## src/rtl/float_to_int_pkg.sv

```systemverilog
// Shared constants and state encoding for the float -> int32 converter.
// Holds exponent/fraction geometry, integer saturation limits and the
// one-hot controller encoding (same encoding as float_add).
// Optional feature macro: FLOAT_TO_INT_ROUND_EN (round to nearest even).
package float_to_int_pkg;

  localparam int BIAS   = 127;
  localparam int FRAC_W = 23;
  localparam int EXP_W  = 8;
  localparam int INT_W  = 32;

  localparam logic [EXP_W-1:0] EXP_MAX = 8'd255;
  // Smallest exponent whose value reaches 2^31 (out of int32 range).
  localparam logic [EXP_W-1:0] EXP_SAT = EXP_W'(BIAS + 31);
  // Exponent at which {1,frac} already is the integer value (no shift).
  localparam logic [EXP_W-1:0] EXP_INT = EXP_W'(BIAS + FRAC_W);

  localparam logic [31:0] INT_MAX    = 32'h7FFF_FFFF;
  localparam logic [31:0] INT_MIN    = 32'h8000_0000;
  // -2^31 as a float: the only e>=158 input that is exactly representable.
  localparam logic [31:0] FL_INT_MIN = 32'hCF00_0000;

  typedef enum logic [2:0] {
    ST_INIT = 3'b001,
    ST_CALC = 3'b010,
    ST_DONE = 3'b100
  } state_t;

endpackage

```

## src/rtl/float_classify.sv

```systemverilog
// Combinational classifier for an IEEE-754 single operand.
// Ports: fl_in (operand) -> is_nan, is_inf (Inf or magnitude >= 2^31 other
// than exactly -2^31), is_zero_or_small (|x| < 1, result 0), is_int_min,
// shift_n (mantissa shift count), shift_left (shift direction).
// With FLOAT_TO_INT_ROUND_EN, e==BIAS-1 is a normal right shift of 24 so
// the rounding logic can see the guard bit.
module float_classify
  import float_to_int_pkg::*;
(
  input  logic [31:0] fl_in,
  output logic        is_nan,
  output logic        is_inf,
  output logic        is_zero_or_small,
  output logic        is_int_min,
  output logic        shift_left,
  output logic [4:0]  shift_n
);

  logic [EXP_W-1:0]  e;
  logic [FRAC_W-1:0] frac;

  assign e    = fl_in[30:23];
  assign frac = fl_in[22:0];

  always_comb begin
    is_nan     = (e == EXP_MAX) && (frac != '0);
    is_int_min = (fl_in == FL_INT_MIN);
    // e>=158 also covers e==255 with frac==0 (infinity).
    is_inf     = (e >= EXP_SAT) && !is_nan && !is_int_min;
`ifdef FLOAT_TO_INT_ROUND_EN
    is_zero_or_small = (e < EXP_W'(BIAS - 1));
`else
    is_zero_or_small = (e < EXP_W'(BIAS));
`endif
    shift_left = (e >= EXP_INT);
    if (shift_left) shift_n = 5'(e - EXP_INT);
    else            shift_n = 5'(EXP_INT - e);
  end

endmodule

```

## src/rtl/float_to_int.sv

```systemverilog
// Iterative IEEE-754 single -> signed int32 converter, one mantissa shift
// per clock. Controller: INIT (wait start) -> CALC (n+1 edges) -> DONE
// (hold result until ack). Truncates toward zero; out-of-range and NaN
// inputs saturate and raise ovf.
// Ports: clk, rst (async active-low), start, ack, fl_in[31:0],
// int_out[31:0], ovf, done (state==DONE), busy (state==CALC).
// Optional macro FLOAT_TO_INT_ROUND_EN: round to nearest, ties to even,
// using a guard and sticky bit collected during right shifts.
module float_to_int
  import float_to_int_pkg::*;
(
  input  logic             clk,
  input  logic             rst,
  input  logic             start,
  input  logic             ack,
  input  logic [31:0]      fl_in,
  output logic [INT_W-1:0] int_out,
  output logic             ovf,
  output logic             done,
  output logic             busy
);

  state_t state, state_nxt;

  logic        c_nan, c_inf, c_small, c_imin, c_left, c_special, c_spec_ovf;
  logic [4:0]  c_n;
  logic [31:0] c_spec_val;

  logic        s_q, left_q, special_q, spec_ovf_q;
  logic [4:0]  n_q;
  logic [31:0] mag_q, spec_val_q, mag_fin;

  float_classify u_cls (
    .fl_in            (fl_in),
    .is_nan           (c_nan),
    .is_inf           (c_inf),
    .is_zero_or_small (c_small),
    .is_int_min       (c_imin),
    .shift_left       (c_left),
    .shift_n          (c_n)
  );

  assign c_special  = c_nan | c_inf | c_small | c_imin;
  assign c_spec_ovf = c_nan | c_inf;

  always_comb begin
    c_spec_val = '0;
    if (c_nan || c_imin) c_spec_val = INT_MIN;
    else if (c_inf)      c_spec_val = fl_in[31] ? INT_MIN : INT_MAX;
  end

`ifdef FLOAT_TO_INT_ROUND_EN
  logic guard_q, sticky_q;
  // Ties go to the even neighbour: round up only past half, or at exactly
  // half when the kept LSB is odd.
  assign mag_fin = mag_q + {31'd0, guard_q & (sticky_q | mag_q[0])};
`else
  assign mag_fin = mag_q;
`endif

  assign done = (state == ST_DONE);
  assign busy = (state == ST_CALC);

  always_ff @(posedge clk or negedge rst) begin
    if (!rst) state <= ST_INIT;
    else      state <= state_nxt;
  end

  always_comb begin
    state_nxt = state;
    case (state)
      ST_INIT: if (start)      state_nxt = ST_CALC;
      ST_CALC: if (n_q == '0)  state_nxt = ST_DONE;
      ST_DONE: if (ack)        state_nxt = ST_INIT;
      default:                 state_nxt = ST_INIT;
    endcase
  end

  always_ff @(posedge clk or negedge rst) begin
    if (!rst) begin
      s_q        <= 1'b0;
      left_q     <= 1'b0;
      special_q  <= 1'b0;
      spec_ovf_q <= 1'b0;
      spec_val_q <= '0;
      n_q        <= '0;
      mag_q      <= '0;
      int_out    <= '0;
      ovf        <= 1'b0;
`ifdef FLOAT_TO_INT_ROUND_EN
      guard_q    <= 1'b0;
      sticky_q   <= 1'b0;
`endif
    end else begin
      case (state)
        ST_INIT: if (start) begin
          s_q        <= fl_in[31];
          left_q     <= c_left;
          special_q  <= c_special;
          spec_ovf_q <= c_spec_ovf;
          spec_val_q <= c_spec_val;
          n_q        <= c_special ? 5'd0 : c_n;
          mag_q      <= {8'd0, 1'b1, fl_in[22:0]};
`ifdef FLOAT_TO_INT_ROUND_EN
          guard_q    <= 1'b0;
          sticky_q   <= 1'b0;
`endif
        end
        ST_CALC: begin
          if (n_q != '0) begin
            n_q <= n_q - 5'd1;
            if (left_q) begin
              mag_q <= mag_q << 1;
            end else begin
              mag_q <= mag_q >> 1;
`ifdef FLOAT_TO_INT_ROUND_EN
              guard_q  <= mag_q[0];
              sticky_q <= sticky_q | guard_q;
`endif
            end
          end else begin
            // mag_fin < 2^31 on the normal path, so negation cannot overflow.
            if (special_q) int_out <= spec_val_q;
            else           int_out <= s_q ? (~mag_fin + 32'd1) : mag_fin;
            ovf <= spec_ovf_q;
          end
        end
        default: ;
      endcase
    end
  end

endmodule

```

## config.mk

```make
export PLATFORM = sky130hd
export DESIGN_NAME = float_to_int
export DESIGN_NICKNAME = d
export VERILOG_FILES = /design/src/rtl/float_to_int_pkg.sv /design/src/rtl/float_classify.sv /design/src/rtl/float_to_int.sv
export SDC_FILE = /design/constraint.sdc
export NUM_CORES = 1
export LEC_CHECK = 0
export BUFFER_PORTS_ARGS = -buffer_cell sky130_fd_sc_hd__buf_2
export CORE_AREA = 2 2 102 104
export DETAILED_ROUTE_END_ITERATION = 8
export DIE_AREA = 0 0 104 106
export PLACE_DENSITY = 0.7
export SYNTH_ARGS = -nofsm -noshare
export SYNTH_HDL_FRONTEND = slang
export SYNTH_HIERARCHICAL = 1
export SYNTH_SLANG_ARGS = --single-unit
```

## constraint.sdc

```tcl
create_clock -name clk -period 3.1 [get_ports clk]
set_clock_uncertainty 0.05 [all_clocks]
set_input_delay 0.465 -clock clk [delete_from_list [all_inputs] [get_ports clk]]
set_output_delay 0.465 -clock clk [all_outputs]
set_load 0.05 [all_outputs]
```

## After elaboration in Yosys (flattened, before gate mapping)

Cells that the tools add are included.

- Bits in registers: 109
- Bits of input ports: 36
- Output and inout bits: 35
- Logic and storage cells: 63

- $add $sub $neg: 4
- Order comparisons: 3
- Equality and inequality tests: 9
- Mux-type cells: 18
- Bitwise logic cells: 5
- Reduce and logical (&&, ||, !) cells: 14

Operators by type and width:

| cell | count |
|---|---|
| 2-to-1 mux 32 bit | 8 |
| case mux 32 bit (2 select lines) | 1 |
| adder 32 x 1 -> 32 bit, second input constant | 1 |
| == test 32 bit, second input constant | 1 |
| inverter 32 bit | 1 |
| nonzero test 23 bit | 1 |
| 2-to-1 mux 5 bit | 4 |
| greater-or-equal comparator 8 bit, second input constant | 2 |
| case mux 5 bit (2 select lines) | 1 |
| 2-to-1 mux 3 bit | 3 |
| case mux 3 bit (3 select lines) | 1 |
| == test 8 bit, second input constant | 1 |
| less-than comparator 8 x 7 -> 1 bit, second input constant | 1 |
| AND reduction 3 bit | 2 |
| zero test 5 bit | 1 |
| nonzero test 5 bit | 1 |
| subtractor 5 x 1 -> 5 bit, second input constant | 1 |
| subtractor 5 bit, first input constant | 1 |
| subtractor 5 bit, second input constant | 1 |
| inequality test 2 x 1 -> 1 bit, second input constant | 2 |
| inequality test 2 bit, second input constant | 2 |
| AND reduction 2 bit | 2 |
| == test 3 x 1 -> 1 bit, second input constant | 1 |
| == test 3 x 2 -> 1 bit, second input constant | 1 |
| 7 further kinds | 12 |

## Longest topological paths before layout

- Word-level depth: 11
- Gate-level depth with buffers: 10
- Mapped depth without buffers: 8

## By module

The synthesis kept the hierarchy.

By module, submodules not included:

| module | times used | cells an instance | area each (sq um) | seq. area each (sq um) |
|---|---|---|---|---|
| float_to_int | 1 | 511 | 4501.8 | 1978.1 |
| float_classify | 1 | 49 | 382.9 | 0.0 |

## Worst setup path before layout

Ideal clock, no wire load.

- Path kind: input -> register
- Start: in fl_in[24]
- End: reg n_q[3]
- Setup time: 0.083 ns
- Data arrival time: 2.433 ns
- Required time: 2.967 ns
- Setup slack: 0.535 ns
- Stages: 8
- Path buffers: 0
- Path through: ha_1 -> nand3b_1 -> or4_1 -> nor4_2 -> nor3_2 -> nor4_1 -> a32oi_1 -> o21ai_0

- Elaborated cells on any way between the ends: 19
- Classes of those cells: 2 x add/sub; 3 x order compare; 2 x eq/ne; 4 x mux; 3 x bitwise; 5 x reduce/logical

RTL lines:

| element | line | source |
|---|---|---|
| start, declared | float_to_int.sv:16 | `input logic [31:0] fl_in,` |
| == test 32 bit | float_classify.sv:27 | `is_int_min = (fl_in == FL_INT_MIN);` |
| net c_imin | float_to_int.sv:25 | `logic c_nan, c_inf, c_small, c_imin, c_left, c_special, c_spec_ovf;` |
| zero test 1 bit | float_classify.sv:29 | `is_inf = (e >= EXP_SAT) && !is_nan && !is_int_min;` |
| logical AND 1 bit | float_classify.sv:29 |  |
| net c_inf | float_to_int.sv:25 |  |
| OR 1 bit (3 in series) | float_to_int.sv:43 | `assign c_special = c_nan \| c_inf \| c_small \| c_imin;` |
| 2-to-1 mux 5 bit | float_to_int.sv:102 | `n_q <= c_special ? 5'd0 : c_n;` |
| 2-to-1 mux 5 bit | float_to_int.sv:96 | `ST_INIT: if (start) begin` |
| case mux 5 bit (2 select lines) | float_to_int.sv:95 | `case (state)` |
| end signal, assigned | float_to_int.sv:102 |  |
| end signal, assigned | float_to_int.sv:111 | `n_q <= n_q - 5'd1;` |
| end, declared | float_to_int.sv:30 | `logic [4:0] n_q;` |

The timed path passes the listed nets, and every way through them passes these cells. The select of a mux whose other input is x is not followed.
A chain may end at the register's enable or synchronous reset.

## Worst setup path after layout

- Start: reg state[1]
- End: out busy

- Word-level cells in the longest chain between the ends: 1

RTL lines:

| element | line | source |
|---|---|---|
| start, declared | float_to_int.sv:23 | `state_t state, state_nxt;` |
| start signal, assigned | float_to_int.sv:66 | `else state <= state_nxt;` |
| == test 3 x 2 -> 1 bit | float_to_int.sv:62 | `assign busy = (state == ST_CALC);` |
| end, declared | float_to_int.sv:20 | `output logic busy` |

Every way passes these cells.

==> reports/metrics.cfg <==
[synthesis]
ys.flop_type=dfrtp_1
synthesis.nets=602
yosysSeqAreaShare=0.405
yosysWarnings=6
ys_types=61
async_reset_ff_frac=1.00
synth_edf_count=0
syn_avg_cell_area_um2=8.72
syn_inst=560
netlist_area_um2=4880
ys_seq_elements=79

[route]
dr_wl_met2_mm=5.22
vias_per_cell=5.62
wl_met3_um=585
drt_iter0_drc=320
top_layer=met4
drt-total-wl_mm=11.4
wl_per_cell_um=15.2
drc=0
vias=4222
drtAntennaViolNets=0
wl_met1_mm=5.48
drt_pre_antenna_iters=5

[clock_network]
ctsHoldBuffers=0
cts_inserted_buffers=9
insertion_delay_ns=0.35
cts_tree=yes
numClockSinks=79
clk_path_buf_depth=2
clk_pin_slew_ns=0.09
post_cts_resized=0
htreeDepth=3
cts-root-buf=clkbuf_8
post_cts.repair.setup_buffers=0

[placed_design]
dpl.hpwl_mm=8.30
dp_slack_ns=0.377
port_buffers=70
post_dp_cell_area_um2=5350
gp_congestion=0.891

[setup_path]
critPathRequiredTime_ns=2.58
path_cells=or3b_2, buf_4, inv_1, buf_2
cp-start-kind=flip-flop
end_kind=primary output
worstPathArrival_ns=2.09
crit_type=flip-flop to primary output
slowest_stage=or3b_2
critical_path.max_fanout=64
max_stage_delay_ns=0.47

[sta]
relSlewSlack=0.330
maxClockFrequency_ghz=0.383
maxSlewViolCount=0
hold_violations=0
whs_ns=0.204
worst_slew_pin_slew_ns=1.00
setup_viol=0
final.setup.tns_ns=0
fin_crit_sh=0.842
finalWorstSetupSlack_ns=0.491
rsz0062_at_grt=false
post-route-min-period_ns=2.61

[floorplanning]
core_area_um2=10000
die_h_um=106
die_area_um2=11000
start_util=0.488
rows=37
die_w_um=104
num_io_pins=71

[power]
p_sw_mw=2.76
p_leak_nw=2.53
p_int_mw=2.89
powerDensity_nw_per_um2=1020
vdd_drop_max_uv=523
switching_share=0.488
p_seq_frac=0.348
p_total_mw=5.65
combPwrFrac=0.514
p_clk_frac=0.139

[final_layout]
n_fill_cell=918
diodes=0
drive_gt1_frac=0.203
final_nets=652
syn_to_final_growth_pct=13.7
multi_input_area_um2=2680
seqCellArea_um2=1980
final_area_um2=5550

[min_path]
hp-class=input port to async pin

[global_routing]
grt_max_degree=80
grt_pass1_vias=3876
grt_usage=0.213
grt-ovfl-total=0
antenna_found_initial=0
grt_pass1_wl_mm=19.1

[run_status]
outcome=complete, no violations

[flow_run]
maxCapViolCount=0

## registers in the layout, indices dropped and copies added (netlist names)
name,count
int_out,32
left_q,1
mag_fin,32
n_q,5
ovf,1
s_q,1
spec_ovf_q,1
spec_val_q,2
special_q,1
state,3
## worst paths after layout
check                      slack [ns]                 endpoint                     from  depth (start not counted)
setup / recovery                 0.49                     busy     state[1]$_DFFE_PN0P_                          4
hold / removal                   0.20  int_out[17]$_DFFE_PN0P_                      rst                          1
setup reg to reg                 0.52  int_out[30]$_DFFE_PN0P_   mag_fin[1]$_DFFE_PN0P_                          8
hold reg to reg                  0.42  int_out[19]$_DFFE_PN0P_  int_out[19]$_DFFE_PN0P_                          2
max in group asynchronous        2.11   mag_fin[1]$_DFFE_PN0P_                      rst                          1
min in group clk                 0.28     state[2]$_DFFE_PN0P_                      ack                          2
## power by group through the flow
stage	logic [mW]	registers, mW	clock network, mW
after global routing	3.20	2.04	0.835
after CTS	2.91	1.95	0.797
after detailed placement	2.91	1.97	0
after floorplan	1.84	2.31	0
final	2.90	1.96	0.783
after global placement	2.85	1.95	0
## synthesized netlist by cell type, types with 2 or more instances
| library cell | instances | area, µm² |
|---|---|---|
| a31oi_1 | 2 | 12.5 |
| buf_1 | 6 | 22.5 |
| buf_4 | 2 | 15.0 |
| nand4_1 | 4 | 25.0 |
| o31ai_1 | 21 | 158 |
| nor4_2 | 3 | 37.5 |
| mux2i_1 | 35 | 350 |
| or4_1 | 6 | 45.0 |
| nand2_1 | 86 | 323 |
| nor3_1 | 6 | 30.0 |
| mux2_2 | 4 | 45.0 |
| nor4_1 | 7 | 43.8 |
| nor2_1 | 45 | 169 |
| or3_4 | 2 | 22.5 |
| nand2b_1 | 6 | 37.5 |
| nor2b_1 | 3 | 18.8 |
| nand3_1 | 8 | 40.0 |
| xnor2_1 | 19 | 166 |
| or3_1 | 2 | 12.5 |
| xor2_1 | 8 | 70.1 |
| o211ai_1 | 9 | 67.6 |
| o21a_1 | 3 | 22.5 |
| ha_1 | 6 | 75.1 |
| nand3b_1 | 2 | 15.0 |
| nor4_4 | 2 | 42.5 |
| clkbuf_1 | 24 | 90.1 |
| inv_1 | 12 | 45.0 |
| a211oi_1 | 2 | 15.0 |
| dfrtp_1 | 78 | 1950 |
| a21oi_1 | 36 | 180 |
| buf_2 | 11 | 55.1 |
| o21ai_0 | 71 | 355 |
## layout by cell type, fill, tap and decap left out, types with 3 or more instances in the layout
| cell | n |
|---|---|
| ha_1 | 6 |
| nand3_1 | 8 |
| o21ai_0 | 71 |
| buf_2 | 69 |
| buf_4 | 10 |
| or4_1 | 6 |
| xnor2_1 | 19 |
| clkinvlp_4 | 3 |
| mux2i_1 | 35 |
| xor2_1 | 8 |
| nand2_1 | 86 |
| nor3_1 | 6 |
| nand2b_1 | 6 |
| dfrtp_1 | 78 |
| nor4_2 | 3 |
| a21oi_1 | 36 |
| inv_1 | 12 |
| clkbuf_8 | 10 |
| nor4_1 | 7 |
| o31ai_1 | 21 |
| nor2b_1 | 3 |
| o211ai_1 | 9 |
| nand4_1 | 4 |
| o21a_1 | 3 |
| buf_12 | 3 |
| mux2_2 | 4 |
| nor2_1 | 45 |
## stage by stage
step           instances   util
2_1_floorplan        560      -
3_3_place_gp         735  0.535
3_5_place_dp         735  0.535
4_1_cts              751  0.555
5_1_grt              751  0.555
6_report             751  0.555
## cell type report
type,count,share of cell area
sequential,79,0.356
timing repair buffer,82,0.0865
inverter,13,0.00879
multi-input combinational,425,0.482
clock inverter,5,0.0104
clock buffer,11,0.0255
tap,136,0.0307
## logic make-up after synthesis
group / count (synthesis) / share of synthesized area
multiplexers: 40 / 0.0840
AND/OR/NAND/NOR: 195 / 0.204
XOR/XNOR: 27 / 0.0484
AO/OA/AOI/OAI: 157 / 0.196
flip-flops: 79 / 0.405
adder cells (fa/ha/maj): 6 / 0.0154
buffers and inverters: 56 / 0.0474
## critical path: cells and delay by family (launching register included)
kind                   cells  cell delay [ns]
buffers and inverters      3             0.85
and+or+nand+nor            1             0.47
DFF                        1             0.42
## metal layers
| metal | GRT usage | vias up |
|---|---|---|
| met5 | 0 | - |
| li1 | - | 2075 |
| met2 | 0.333 | 121 |
| met3 | 0.0356 | 14 |
| met1 | 0.302 | 2012 |
| met4 | 0.0695 | 0 |
(Power assumes the default switching activity.)
